==> config.mk <==
export PLATFORM = sky130hd
export DESIGN_NAME = adc_dc_rssi_frontend
export DESIGN_NICKNAME = d
export VERILOG_FILES = /design/src/rtl/adc_dc_rssi_frontend_pkg.sv /design/src/rtl/adc_dc_rssi_frontend_rssi_window.sv /design/src/rtl/adc_dc_rssi_frontend.sv
export SDC_FILE = /design/constraint.sdc
export NUM_CORES = 1
export LEC_CHECK = 0
export CAP_MARGIN = 40
export CORE_UTILIZATION = 40
export CTS_BUF_LIST = sky130_fd_sc_hd__clkbuf_4
export DETAILED_ROUTE_END_ITERATION = 6
export SYNTH_ARGS = -nofsm -noshare
export SYNTH_HDL_FRONTEND = slang
export SYNTH_SLANG_ARGS = --single-unit
==> constraint.sdc <==
create_clock -name clock -period 5.2 [get_ports clock]
set_clock_uncertainty 0.05 [all_clocks]
set_input_delay 1.3 -clock clock [delete_from_list [all_inputs] [get_ports clock]]
set_output_delay 1.3 -clock clock [all_outputs]
set_load 0.01 [all_outputs]
==> src/rtl/adc_dc_rssi_frontend_pkg.sv <==
// adc_dc_rssi_frontend_pkg: settings addresses, control bit positions and helpers for the ADC front ends.
package adc_dc_rssi_frontend_pkg;

    localparam logic [6:0] FR_ADC_DCCTRL_0 = 7'd10;
    localparam logic [6:0] FR_ADC_OFFSET_0 = 7'd11;
    localparam logic [6:0] FR_ADC_DCCTRL_1 = 7'd12;
    localparam logic [6:0] FR_ADC_OFFSET_1 = 7'd13;
    localparam logic [6:0] FR_ADC_DCCTRL_2 = 7'd14;
    localparam logic [6:0] FR_ADC_OFFSET_2 = 7'd15;
    localparam logic [6:0] FR_ADC_DCCTRL_3 = 7'd16;
    localparam logic [6:0] FR_ADC_OFFSET_3 = 7'd17;

    localparam int DC_EN_BIT     = 0;
    localparam int DC_FREEZE_BIT = 1;

    typedef struct packed {
        logic dc_freeze;
        logic dc_en;
    } dc_ctrl_t;

    // Clamp a 17-bit signed difference into the 16-bit signed range.
    function automatic logic [15:0] sat17(input logic [16:0] v);
        return (v[16] != v[15]) ? (v[16] ? 16'h8000 : 16'h7FFF) : v[15:0];
    endfunction

endpackage

==> src/rtl/adc_dc_rssi_frontend_rssi_window.sv <==
// adc_dc_rssi_frontend_rssi_window: windowed mean magnitude and over-range count of a 12-bit sample stream.
module adc_dc_rssi_frontend_rssi_window #(
    parameter int WINDOW_LOG2 = 10
) (
    input  logic        clock,
    input  logic        reset,
    input  logic        en_i,
    input  logic [11:0] sample_i,
    output logic [31:0] rssi_o,
    output logic        rssi_strobe_o
);

    localparam int SW = 12 + WINDOW_LOG2;

    logic [WINDOW_LOG2-1:0] cnt_q, cnt_d;
    logic [SW-1:0]          sum_q, sum_d, sum_all;
    logic [15:0]            ovr_q, ovr_d, ovr_all;
    logic [31:0]            rssi_q, rssi_d;
    logic                   strobe_q, strobe_d;
    logic [11:0]            mag;
    logic                   is_ovr, last;

    // The closing sample is folded into the published result so nothing straddles a boundary.
    always_comb begin
        mag      = sample_i[11] ? 12'(-sample_i) : sample_i;
        is_ovr   = (sample_i == 12'h7FF) || (sample_i == 12'h800);
        sum_all  = sum_q + SW'(mag);
        ovr_all  = (is_ovr && ovr_q != 16'hFFFF) ? ovr_q + 16'd1 : ovr_q;
        last     = &cnt_q;
        cnt_d    = en_i ? cnt_q + 1'b1 : cnt_q;
        sum_d    = en_i ? (last ? '0 : sum_all) : sum_q;
        ovr_d    = en_i ? (last ? '0 : ovr_all) : ovr_q;
        rssi_d   = (en_i && last) ? {ovr_all, 16'(sum_all >> WINDOW_LOG2)} : rssi_q;
        strobe_d = en_i && last;
    end

    always_ff @(posedge clock or posedge reset) begin
        if (reset) begin
            cnt_q    <= '0;
            sum_q    <= '0;
            ovr_q    <= '0;
            rssi_q   <= '0;
            strobe_q <= 1'b0;
        end else begin
            cnt_q    <= cnt_d;
            sum_q    <= sum_d;
            ovr_q    <= ovr_d;
            rssi_q   <= rssi_d;
            strobe_q <= strobe_d;
        end
    end

    assign rssi_o        = rssi_q;
    assign rssi_strobe_o = strobe_q;

endmodule

==> src/rtl/adc_dc_rssi_frontend.sv <==
// adc_dc_rssi_frontend: registers a 12-bit ADC word, removes DC with a leaky integrator
// and measures windowed RSSI / over-range for readback.
module adc_dc_rssi_frontend
    import adc_dc_rssi_frontend_pkg::*;
#(
    parameter logic [6:0] SR_ADDR     = FR_ADC_DCCTRL_0,
    parameter int         WINDOW_LOG2 = 10
) (
    input  logic        clock,
    input  logic        reset,
    input  logic        enable,
    input  logic [6:0]  serial_addr,
    input  logic [31:0] serial_data,
    input  logic        serial_strobe,
    input  logic [11:0] rx_adc,
    output logic [15:0] adc_out,
    output logic [31:0] rssi,
    output logic        rssi_strobe
);

    dc_ctrl_t    ctrl_q, ctrl_d;
    logic [31:0] acc_q, acc_d;
    logic [15:0] s1_q, s1_d, out_q, out_d, dc_sat;
    logic        vld_q;
    logic        ctrl_wr, off_wr;
    logic        unused_data;

    assign unused_data = ^serial_data[31:16];

    // A manual offset load takes priority over every integrator mode, even while disabled.
    always_comb begin
        ctrl_wr = serial_strobe && serial_addr == SR_ADDR;
        off_wr  = serial_strobe && serial_addr == SR_ADDR + 7'd1;
        ctrl_d  = ctrl_wr ? '{dc_freeze: serial_data[DC_FREEZE_BIT], dc_en: serial_data[DC_EN_BIT]} : ctrl_q;
        s1_d    = {rx_adc, 4'b0};
        dc_sat  = sat17({s1_q[15], s1_q} - {acc_q[31], acc_q[31:16]});
        out_d   = !enable ? '0 : ctrl_q.dc_en ? dc_sat : s1_q;
        acc_d   = off_wr ? {serial_data[15:0], 16'b0}
                : (!enable || (ctrl_q.dc_en && ctrl_q.dc_freeze)) ? acc_q
                : !ctrl_q.dc_en ? '0
                : acc_q + {{16{dc_sat[15]}}, dc_sat};
    end

    always_ff @(posedge clock or posedge reset) begin
        if (reset) begin
            ctrl_q <= '0;
            acc_q  <= '0;
            s1_q   <= '0;
            out_q  <= '0;
            vld_q  <= 1'b0;
        end else begin
            ctrl_q <= ctrl_d;
            acc_q  <= acc_d;
            s1_q   <= s1_d;
            out_q  <= out_d;
            vld_q  <= 1'b1;
        end
    end

    assign adc_out = out_q;

    // vld_q keeps the reset-cleared input register out of the first window.
    adc_dc_rssi_frontend_rssi_window #(
        .WINDOW_LOG2(WINDOW_LOG2)
    ) u_rssi (
        .clock        (clock),
        .reset        (reset),
        .en_i         (enable && vld_q),
        .sample_i     (s1_q[15:4]),
        .rssi_o       (rssi),
        .rssi_strobe_o(rssi_strobe)
    );

endmodule

Word-level counts from Yosys, hierarchy flattened --
Index checks and enable logic that the tools add are counted.
Storage, ports and cells: input port bits 55, flip-flop bits (word level) 140, output and inout port bits 49
Cells by class: eq/ne operators 7, muxes and demuxes 11, add/subtract/negate cells 6, reductions and logical operators 10
Operators with widths (number):
- two-way mux 16 bit | 6
- two-way mux 32 bit | 3
- adder 32 bit | 1
- adder 22 x 12 -> 22 bit | 1
- two-way mux 22 bit | 1
- subtractor 16 x 16 -> 17 bit | 1
- adder 16 x 1 -> 16 bit, second input constant | 1
- inequality test 16 bit, second input constant | 1
- == test 7 x 4 -> 1 bit, second input constant | 2
- == test 12 x 11 -> 1 bit, second input constant | 1
- == test 12 bit, second input constant | 1
- two-way mux 12 bit | 1
- negation 12 bit | 1
- adder 10 x 1 -> 10 bit, second input constant | 1
- AND reduction 10 bit | 1
- logical AND 1 bit | 6
- logical OR 1 bit | 2
- inequality test 2 bit, second input constant | 1
- logical NOT 1 bit | 1
- inequality test 1 bit | 1

Logic depth before layout (Yosys ltp) --
depth in word-level cells 7, mapped depth 25, gate-level depth less buffers 24

Cells and area by module --
A second synthesis with hierarchy kept.
Second synthesis, totals: cells, all modules 1050, area, all modules 9487.8 sq um
By module, submodules not included:
- adc_dc_rssi_frontend | area each 4953.5 sq um, cells each 568, times used 1
- adc_dc_rssi_frontend_rssi_window | area each 4534.3 sq um, cells each 482, times used 1

Worst setup path before layout --
Ideal clock, no wire load.
path type reg2reg, from reg s1_q[8], to reg acc_q[30], path slack 0.101 ns, stages on the path, launching flop included 25, setup time 0.131 ns, data required time 5.019 ns, data arrival time 4.918 ns, cells stage by stage dfrtp_1 -> ha_1 -> nand2_1 -> o211ai_1 -> a211oi_1 -> or2_2 -> o21ai_0 -> nor3_1 -> a21oi_1 -> nand2_1 -> ha_1 -> clkbuf_1 -> clkbuf_1 -> nor2_1 -> nand4_1 -> nand2_1 -> ha_1 -> and3_1 -> and3_1 -> a31o_2 -> a221oi_1 -> nor4_1 -> a211oi_1 -> xor2_1 -> o21ai_0
On the way: word-level cells in the longest chain between the ends 7, elaborated cells on any way between the ends 8, those cells by class add/sub (2); eq/ne (1); mux (5)
RTL lines:
- from (decl) | line adc_dc_rssi_frontend.sv:23 | logic [15:0] s1_q, s1_d, out_q, out_d, dc_sat;
- from (signal assigned) | line adc_dc_rssi_frontend.sv:48 | s1_q <= '0;
- from (signal assigned) | line adc_dc_rssi_frontend.sv:54 | s1_q <= s1_d;
- subtractor 16 x 16 -> 17 bit (*) | line adc_dc_rssi_frontend.sv:36 | dc_sat = sat17({s1_q[15], s1_q} - {acc_q[31], acc_q[31:16]});
- two-way mux 16 bit / inequality test 1 bit (equally long branches) | line adc_dc_rssi_frontend_pkg.sv:23 | return (v[16] != v[15]) ? (v[16] ? 16'h8000 : 16'h7FFF) : v[15:0];
- two-way mux 16 bit (*) | line adc_dc_rssi_frontend_pkg.sv:23
- adder 32 bit (*) | line adc_dc_rssi_frontend.sv:41 | : acc_q + {{16{dc_sat[15]}}, dc_sat};
- two-way mux 32 bit (*) | line adc_dc_rssi_frontend.sv:40 | : !ctrl_q.dc_en ? '0
- two-way mux 32 bit (*) | line adc_dc_rssi_frontend.sv:39 | : (!enable || (ctrl_q.dc_en && ctrl_q.dc_freeze)) ? acc_q
- two-way mux 32 bit (*) | line adc_dc_rssi_frontend.sv:38 | acc_d = off_wr ? {serial_data[15:0], 16'b0}
- to (signal assigned) | line adc_dc_rssi_frontend.sv:47 | acc_q <= '0;
- to (signal assigned) | line adc_dc_rssi_frontend.sv:53 | acc_q <= acc_d;
- to (decl) | line adc_dc_rssi_frontend.sv:22 | logic [31:0] acc_q, acc_d;
Mark *: on every way between the ends. The rest lies on a longest branch, timed or not. The select of a mux whose other input is x is not followed. A chain may end at the register's enable or synchronous reset.

Worst setup path in the final report --
from reg acc_q[20], to reg acc_q[30]
On the way: word-level cells in the longest chain between the ends 7, elaborated cells on any way between the ends 8, those cells by class add/sub (2); eq/ne (1); mux (5)
RTL lines (line):
- subtractor 16 x 16 -> 17 bit | adc_dc_rssi_frontend.sv:36
- two-way mux 16 bit / inequality test 1 bit (equally long branches) | adc_dc_rssi_frontend_pkg.sv:23
- two-way mux 16 bit | adc_dc_rssi_frontend_pkg.sv:23
- adder 32 bit (*) | adc_dc_rssi_frontend.sv:41
- two-way mux 32 bit (*) | adc_dc_rssi_frontend.sv:40
- two-way mux 32 bit (*) | adc_dc_rssi_frontend.sv:39
- two-way mux 32 bit (*) | adc_dc_rssi_frontend.sv:38
Marks and branches as above.

==> flow_summary.yaml <==
status:
  outcome: "finished, final reports clean"
clocking:
  cts_made_buffers: 17
  cts_tree: "built"
  cts_max_level: 4
  insertion_delay_ns: 0.57
  cts.path.max_buffers: 2
  cts-root-buf: "clkbuf_4"
  clock_sinks: 140
  cts_hold_buf: 0
  path_clk_slew_ns: 0.15
power:
  power_frac_comb_pct: 47.7
  power_mw: 3.88
  ir_worst_vdd_mv: 0.127
  intPower_mw: 2.35
  p_leak_nw: 5.14
  clkPwrFrac_pct: 19.3
  cellPowerDensity_nw_per_um2: 332
  switching_share_pct: 39.6
  p_switching_mw: 1.54
  power_frac_seq_pct: 33.0
synth:
  synth_top_area_cell: "dfrtp_1"
  syn_area_sq_um: 9290
  synth_cells: 1067
  synth-main-ff-cell: "dfrtp_1"
  ys_top_cells_by_area: "dfrtp_1, ha_1, o21ai_0"
  ys_types: 68
  ys_async_sr_fraction_pct: 100
  ys_seq_area_share_pct: 37.7
  ys_seq_elements: 140
  synth.avg_cell_area_sq_um: 8.71
  synth_top_area_share_pct: 37.7
  synth_warnings: 0
  synth_edf_count: 0
drt:
  wl_microns: 24500
  drtAntennaViolNets: 0
  routed_via_density: 5.38
  via_count: 8280
  drc: 0
  wl_per_cell_microns: 15.9
  drt_iter0_markers: 315
  first_pass_iters: 5
placed_design:
  dp.cells: 1502
  pre_cts_slack_ns: -0.110
  gp_congestion: 0.948
  numPortBuffers: 83
  hpwlAfterDp_microns: 18700
floorplan:
  die_x_microns: 154
  start_util_pct: 40.9
  dieHeight_microns: 154
  io_pins: 104
  die_area_sq_um: 23800
  coreArea_sq_um: 22700
  rows: 55
grt:
  grt_pass1_wl_microns: 40100
  top_usage_layer: "met2"
  grtUsageTotal_pct: 21.2
  grt_use_met1_pct: 28.6
  grt_overflow: 0
  met3_usage_pct: 2.75
  antenna_found_initial: 2
  first_global_vias: 7851
  grt_start_max_net_pins: 73
  met2_usage_pct: 35.4
sta:
  whs_ns: 0.432
  max_clock_freq_ghz: 0.200
  slew_viol_final: 0
  finalCriticalPeriod_ns: 5.00
  fin_ws_ns: 0.202
  tightestPinTransition_ns: 0.771
  relSlewSlack_pct: 48.3
  period_share_pct: 96.1
  setup_viol_count_final: 0
  hold_violations: 0
worst_setup_path:
  required_ns: 5.60
  reg2regPathDepth: 22
  crit_fanout: 8
  cp_num_cells: 22
  crit_chain: "inv_1 -> ha_1 -> nor4bb_1 -> buf_4 -> o31ai_1 -> a211oi_2 -> a2bb2oi_1 -> ha_4 -> buf_8 -> buf_4 -> o21a_1 -> inv_1 -> ha_1 -> a21o_1 -> and3_1 -> a31o_2 -> a221oi_2 -> buf_4 -> nor4_1 -> a211oi_1 -> xor2_1 -> o21ai_0"
  critPathKind: "reg -> reg"
  crit_path_start_kind: "register"
  crit_family: "compound AO/OA/AOI/OAI gates"
  critical_path_buf_inv_count: 6
  critPathCaptureType: "register"
  worstPathArrival_ns: 5.40
  cp_common_cell: "buf_4"
  critPathSlowestCell: "dfrtp_1"
  slowest_delay_ns: 0.43
worst_hold_path:
  hold_depth: 1
  min_path_type: "reg -> reg"
finish:
  layout.cells.non_filler: 1539
  final_nets: 1365
  final_core_util_pct: 51.5
  seqCellArea_sq_um: 3500
  nFillCells: 2127
  final_layout_size_suffix_gt1_share_pct: 15.3
  multiInputGateArea_sq_um: 5630
  area_growth_pct: 25.8
flow_run:
  cap_viol_max_count: 0
[routing by layer]
metal  up-vias  wire (microns)
met2       156           11600
met1      3923           11700
met3        35             692
met5         -               0
met4         0             454
li1       4166               -
[sequential cells by signal (all words and copies together), names as in the netlist]
register,flops
adc_out,16
u_rssi.rssi_strobe_o,1
u_rssi.ovr_q,16
vld_q,1
ctrl_q,2
s1_q,12
u_rssi.cnt_q,10
u_rssi.sum_q,22
u_rssi.rssi_o,28
acc_q,32
[cell type report]
class	count	share of cell area, %
Antenna cell	2	0.0428
Clock inverter	15	1.47
Timing Repair Buffer	198	14.8
Inverter	42	1.39
Clock buffer	17	1.09
Tap cell	285	3.05
Sequential cell	140	30.0
Multi-Input combinational cell	840	48.1
[cells by family (layout without fill, tap and decap cells)]
| kind of cell | after synthesis | count (layout) | share of synthesized area, % |
|---|---|---|---|
| compound gates | 339 | 339 | 22.5 |
| simple gates | 328 | 328 | 16.9 |
| flops | 140 | 140 | 37.7 |
| buf+inv | 90 | 272 | 3.80 |
| xor+xnor | 88 | 88 | 8.29 |
| fa+ha+maj | 71 | 71 | 9.72 |
| mux | 9 | 9 | 1.02 |
| other cells | 2 | 7 | 0.0808 |
[power groups by stage]
stage	Combinational, mW	Sequential (mW)	Clock, mW
floorplan	1.11	1.29	0
finish	1.85	1.28	0.749
detailed placement	1.76	1.30	0
CTS	1.77	1.28	0.781
global placement	1.73	1.30	0
global route	2.06	1.30	0.824
[synth_stat cells, types with 13 or more instances]
cell,number
a21o_1,21
a21oi_1,66
a31oi_1,14
and3_1,13
clkbuf_1,42
dfrtp_1,140
ha_1,69
inv_1,42
nand2_1,149
nand3_1,23
nand4_1,16
nor2_1,51
nor3_1,19
o21a_1,18
o21ai_0,130
o31ai_1,20
xnor2_1,56
xor2_1,32
[repair_timing]
action,4_1_cts,5_1_grt
pin swaps,1,18
hold endpoints to repair,0,0
setup buffers,0,3
setup endpoints to repair,10,17
gates resized for setup,4,35
[cell usage in the layout, fill, tap and decap left out, types with 4 or more instances in the layout]
| master | instances |
|---|---|
| buf_4 | 112 |
| conb_1 | 5 |
| nand2_1 | 147 |
| nand2b_1 | 5 |
| xor2_1 | 32 |
| xnor2_1 | 56 |
| o211ai_1 | 4 |
| a22o_1 | 9 |
| and2_1 | 9 |
| a31o_2 | 4 |
| or3_1 | 4 |
| nor3_1 | 17 |
| o31ai_1 | 19 |
| nand4_1 | 16 |
| a31oi_1 | 13 |
| o21ai_0 | 124 |
| ha_4 | 5 |
| nor2_1 | 50 |
| o21a_1 | 18 |
| dfrtp_1 | 140 |
| o22ai_1 | 8 |
| o21ai_1 | 5 |
| clkbuf_4 | 17 |
| or4_1 | 5 |
| clkdlybuf4s50_1 | 83 |
| ha_1 | 63 |
| and4_1 | 6 |
| nand3_1 | 23 |
| mux2_2 | 4 |
| a211oi_1 | 4 |
| o21bai_1 | 5 |
| nor2b_1 | 10 |
| and3_1 | 13 |
| mux2i_1 | 5 |
| a21o_1 | 21 |
| inv_6 | 7 |
| a21oi_1 | 64 |
| inv_1 | 39 |
[final timing paths]
kind                                       from         endpoint  slack [ns]
worst max-delay path                  acc_q[20]        acc_q[30]        0.20
worst min-delay path            u_rssi.cnt_q[5]  u_rssi.cnt_q[5]        0.43
worst max register to register        acc_q[20]        acc_q[30]        0.20
worst min register to register  u_rssi.cnt_q[5]  u_rssi.cnt_q[5]        0.43
max in group asynchronous                 reset  u_rssi.sum_q[7]        3.11
min in group asynchronous                 reset       adc_out[7]        1.03
[worst reg2reg max path, delay by kind of cell, from the launching register on]
kind | cells | cell delay, ns
AOI/OAI and AO/OA | 9 | 2.17
adders and majority gates | 3 | 0.87
buffers and inverters | 6 | 0.77
DFF | 1 | 0.43
and+or+nand+nor | 3 | 0.37
xor gates and xnor gates | 1 | 0.21
[metrics by stage]
| stage | TNS [ns] | area, sq um |
|---|---|---|
| floorplan | 0 | 9310 |
| CTS | 0 | 11500 |
| global placement | -0.332 | 11100 |
| global route | -0.00522 | 11700 |
| detailed placement | -0.339 | 11200 |
| finish | 0 | 11700 |
Note: power is estimated with default switching activity, not from simulation.
